==> config.mk <==
export PLATFORM = sky130hd
export DESIGN_NAME = tour_cmd_sched
export DESIGN_NICKNAME = d
export VERILOG_FILES = /design/src/rtl/tour_cmd_sched.sv
export SDC_FILE = /design/constraint.sdc
export NUM_CORES = 1
export LEC_CHECK = 0
export ABC_AREA = 1
export BUFFER_PORTS_ARGS = -buffer_cell sky130_fd_sc_hd__buf_2
export CAP_MARGIN = 40
export CORE_UTILIZATION = 45
export CTS_BUF_LIST = sky130_fd_sc_hd__clkbuf_8
export DETAILED_ROUTE_END_ITERATION = 7
export PLACE_DENSITY_LB_ADDON = 0.3
export SLEW_MARGIN = 0
export SYNTH_ARGS = -nofsm -noshare
export SYNTH_HDL_FRONTEND = slang
export SYNTH_SLANG_ARGS = --single-unit
==> constraint.sdc <==
create_clock -name clk -period 2.8 [get_ports clk]
set_clock_uncertainty 0.05 [all_clocks]
set_input_delay 0.56 -clock clk [delete_from_list [all_inputs] [get_ports clk]]
set_output_delay 0.56 -clock clk [all_outputs]
set_load 0.02 [all_outputs]
==> src/rtl/tour_cmd_sched.sv <==
// Command scheduler: UART pass-through while idle; during a knight's tour it
// replays each stored move as a vertical leg then a horizontal leg with fanfare.
module tour_cmd_sched #(
  parameter int NUM_MOVES = 24
) (
  input  logic        clk,
  input  logic        rst_n,
  input  logic        start_tour,
  input  logic [7:0]  move,
  output logic [4:0]  mv_indx,
  input  logic [15:0] cmd_UART,
  input  logic        cmd_rdy_UART,
  output logic        clr_cmd_rdy_UART,
  output logic [15:0] cmd,
  output logic        cmd_rdy,
  input  logic        clr_cmd_rdy,
  input  logic        send_resp,
  output logic [7:0]  resp
);

  localparam logic [2:0] IDLE   = 3'd0;
  localparam logic [2:0] VERT   = 3'd1;
  localparam logic [2:0] WAIT_V = 3'd2;
  localparam logic [2:0] HORZ   = 3'd3;
  localparam logic [2:0] WAIT_H = 3'd4;

  localparam logic [7:0] HD_N = 8'h00;
  localparam logic [7:0] HD_W = 8'h3F;
  localparam logic [7:0] HD_S = 8'h7F;
  localparam logic [7:0] HD_E = 8'hBF;

  typedef struct packed {
    logic [7:0] heading;
    logic [3:0] squares;
  } leg_t;

  logic [2:0] state;
  leg_t       v_leg, h_leg;
  logic       last_move;

  assign last_move = (mv_indx == 5'(NUM_MOVES - 1));

  // Lowest set bit wins; move is stable for the whole move, so the decoded
  // legs stay stable through the matching send_resp.
  always_comb begin
    v_leg = '0;
    h_leg = '0;
    casez (move)
      8'b???????1: begin v_leg = '{HD_N, 4'd2}; h_leg = '{HD_W, 4'd1}; end
      8'b??????10: begin v_leg = '{HD_N, 4'd2}; h_leg = '{HD_E, 4'd1}; end
      8'b?????100: begin v_leg = '{HD_N, 4'd1}; h_leg = '{HD_W, 4'd2}; end
      8'b????1000: begin v_leg = '{HD_S, 4'd1}; h_leg = '{HD_W, 4'd2}; end
      8'b???10000: begin v_leg = '{HD_S, 4'd2}; h_leg = '{HD_W, 4'd1}; end
      8'b??100000: begin v_leg = '{HD_S, 4'd2}; h_leg = '{HD_E, 4'd1}; end
      8'b?1000000: begin v_leg = '{HD_S, 4'd1}; h_leg = '{HD_E, 4'd2}; end
      8'b10000000: begin v_leg = '{HD_N, 4'd1}; h_leg = '{HD_E, 4'd2}; end
      default: ;
    endcase
  end

  always_ff @(posedge clk or negedge rst_n) begin
    if (!rst_n) begin
      state   <= IDLE;
      mv_indx <= '0;
    end else begin
      case (state)
        IDLE:
          if (start_tour) begin
            state   <= VERT;
            mv_indx <= '0;
          end
        VERT:
          if (move == 8'h00) begin
            state   <= IDLE;
            mv_indx <= '0;
          end else if (clr_cmd_rdy) begin
            state <= WAIT_V;
          end
        WAIT_V:
          if (send_resp) state <= HORZ;
        HORZ:
          if (clr_cmd_rdy) state <= WAIT_H;
        WAIT_H:
          if (send_resp) begin
            if (last_move) begin
              state   <= IDLE;
              mv_indx <= '0;
            end else begin
              state   <= VERT;
              mv_indx <= mv_indx + 5'd1;
            end
          end
        default: begin
          state   <= IDLE;
          mv_indx <= '0;
        end
      endcase
    end
  end

  // Outside IDLE the UART handshake is frozen so its command stays pending.
  always_comb begin
    cmd              = cmd_UART;
    cmd_rdy          = cmd_rdy_UART;
    clr_cmd_rdy_UART = clr_cmd_rdy;
    resp             = 8'hA5;
    case (state)
      VERT: begin
        cmd              = {4'b0010, v_leg};
        cmd_rdy          = |move;
        clr_cmd_rdy_UART = 1'b0;
        resp             = 8'h5A;
      end
      WAIT_V: begin
        cmd              = {4'b0010, v_leg};
        cmd_rdy          = 1'b0;
        clr_cmd_rdy_UART = 1'b0;
        resp             = 8'h5A;
      end
      HORZ: begin
        cmd              = {4'b0011, h_leg};
        cmd_rdy          = 1'b1;
        clr_cmd_rdy_UART = 1'b0;
        resp             = 8'h5A;
      end
      WAIT_H: begin
        cmd              = {4'b0011, h_leg};
        cmd_rdy          = 1'b0;
        clr_cmd_rdy_UART = 1'b0;
        resp             = last_move ? 8'hA5 : 8'h5A;
      end
      default: ;
    endcase
  end

endmodule
==> flow_metrics.tcl <==
set metrics [dict create \
    synth_ff_type "dfrtp_1" \
    cp.depth 7 \
    wl_per_cell_microns 9.68 \
    rsz0062_at_grt "false" \
    register_area_sq_um 200 \
    grt_start_max_net_pins 13 \
    final_nets 236 \
    first_pass_iters 4 \
    cts_setup_buffers 0 \
    path_cells "ha_1 -> nand2_1 -> nor3_2 -> inv_1 -> o21ai_1 -> inv_2 -> buf_2" \
    synth_seq_cells 8 \
    max-slew-margin-rel_pct 77.9 \
    p_leak_nw 0.713 \
    cts_root_buf "clkbuf_8" \
    critPathArrivalTime_ns 1.82 \
    synth_area_sq_um 873 \
    vias_per_cell 4.74 \
    cp-end-kind "output port" \
    dp.final_hpwl_mm 1.85 \
    reg2reg_depth 6 \
    vias 1080 \
    synth_top_area_share_pct 22.9 \
    cts_made_buffers 3 \
    final_cell_mix "60 x buf_2, 48 x nand2_1, 19 x inv_1" \
    avgSynthCellArea_sq_um 5.94 \
    powerDensity_nw_per_um2 1340 \
    coreArea_sq_um 1760 \
    nFillCells 178 \
    io_buffers 60 \
    grt_pass1_vias 866 \
    synth_top_family_by_area "simple AND/OR/NAND/NOR gates" \
    startpoint "mv_indx[0]" \
    drc 0 \
    yosysWarningCount 0 \
    synth_edf_count 0 \
    die_w_microns 46.1 \
    postCtsHoldBufs 0 \
    drv_cap 0 \
    tightest_slew_ns 0.330 \
    outcome "complete, no violations" \
    reg2reg_from "mv_indx[0]" \
    async_flop_share_pct 100 \
    ys_seq_area_share_pct 22.9 \
    postPlaceCellArea_sq_um 1150 \
    die_y_microns 46.1 \
    hold_path_class "input pin to async pin" \
    synth-compound-area-share_pct 11.0 \
    fin_tns_setup_ns 0 \
    postLayoutCellArea_sq_um 1190 \
    synthTopCellsByArea "dfrtp_1 23%, nand2_1 21%, nand3_1 8.6%" \
    ys_types 28 \
    fin_ws_ns 0.375 \
    antenna_found_initial 0 \
    drive_gt1_share_pct 38.9 \
    hold_viol 0 \
    worstSetupPathType "flop to output port" \
    synth_adder_area_share_pct 1.43 \
    r2r-end "state[0]" \
    maxSlewViolCount 0 \
    io_pins 61 \
    path_buf_inv 3 \
    synthSimpleGateAreaFrac_pct 47.3 \
    start_kind "flop" \
    dieArea_sq_um 2120 \
    setup_viol 0 \
    fmax_mhz 412 \
    synthMuxAreaShare_pct 0 \
    crit_path_max_incr_delay_ns 0.40 \
    crit_required_ns 2.19 \
    drt_iter0_markers 4 \
    clock_path_buffers 2 \
    post_cts_resized 0 \
    synth_xor_area_share_pct 1.00 \
    track_usage_pct 22.1 \
    syn_inst 147 \
    crit_end "resp[3]" \
    grt_pass1_wl_mm 3.35 \
    crit_slowest_cell "dfrtp_1" \
    area_growth_pct 36.2 \
    clk_pin_slew_ns 0.04 \
    start_util_pct 49.5 \
    clock_sink_count 8 \
    grt_overflow 0 \
    htreeDepth 1 \
    clk_latency_ns 0.23 \
    final_common_cell "buf_2" \
    drtAntennaViolNets 0 \
    multi_input_area_sq_um 531 \
    ff2ff_setup_slack_ns 1.35 \
    cp_top_family "flip-flops" \
    layout_min_cycle_time_ns 2.43 \
    crit_fanout 5 \
    peakVddDrop_v 0.000815 \
    num_antenna_cells 0 \
    wl_mm 2.21 \
    rows 15 \
    cts_tree "done" \
    dp_slack_ns 0.583 \
    period_share_pct 86.6 \
    syn-num-nets 178 \
    yosysTopAreaCell "dfrtp_1" \
    gp_congestion 0.750 \
]
-- cells in the mapped netlist, types with 2 or more instances --
cell,n
nor2_2,4
nand2_2,2
nand3_1,15
o21ai_1,4
nor3_2,2
nand2_1,48
inv_2,4
o21ai_2,2
inv_1,19
nor2_1,10
buf_4,6
nor3_1,4
a21oi_1,2
dfrtp_1,8
o21ai_0,4
-- final cells by class --
| class | count | share of cell area, % |
|---|---|---|
| multi-input combinational | 109 | 44.6 |
| clock buffer | 3 | 3.47 |
| sequential | 8 | 16.8 |
| inverter | 23 | 7.26 |
| timing repair buffer | 60 | 25.2 |
| tap | 25 | 2.63 |
-- cells by family (layout without fill, tap and decap cells) --
kind of cell,count (synthesis),after routing
AOI/OAI and AO/OA,16,16
xor gates and xnor gates,1,1
adders and majority gates,1,1
buffers and inverters,30,86
DFF,8,8
and+or+nand+nor,91,91
-- routing by layer --
layer | wire, microns | up-vias | global-route usage (%)
met2 | 1060 | 42 | 38.3
met4 | 36 | 0 | 12.4
met5 | 0 | - | 0
met3 | 158 | 5 | 3.92
li1 | - | 574 | -
met1 | 958 | 459 | 25.3
-- sequential cells by signal, summed over array words and instances (netlist names) --
register  flops
state         3
mv_indx       5
-- worst min path at each step --
stage,start,endpoint,depth (start not counted)
after CTS,rst_n,state[0],1
after global routing,rst_n,state[0],1
after global placement,rst_n,mv_indx[1],1
after detailed placement,rst_n,mv_indx[1],1
after floorplan,rst_n,mv_indx[0],0
final,rst_n,state[0],1
-- report_power, final --
group | internal [mW] | total [mW] | switching, mW
clock | 0.0931 | 0.138 | 0.0449
combinational | 0.395 | 1.28 | 0.886
sequential | 0.144 | 0.176 | 0.0324
total | 0.632 | 1.60 | 0.964
-- through the flow --
stage,hold WS [ns],instances,utilization [%],power (mW)
after global routing,0.124,228,67.4,1.75
final,0.111,228,67.4,1.60
after CTS,0.109,228,67.4,1.61
after global placement,0.357,225,65.1,1.44
after floorplan,0.214,147,-,1.21
after detailed placement,0.359,225,65.1,1.47
Power figures use the tool's default switching activity.
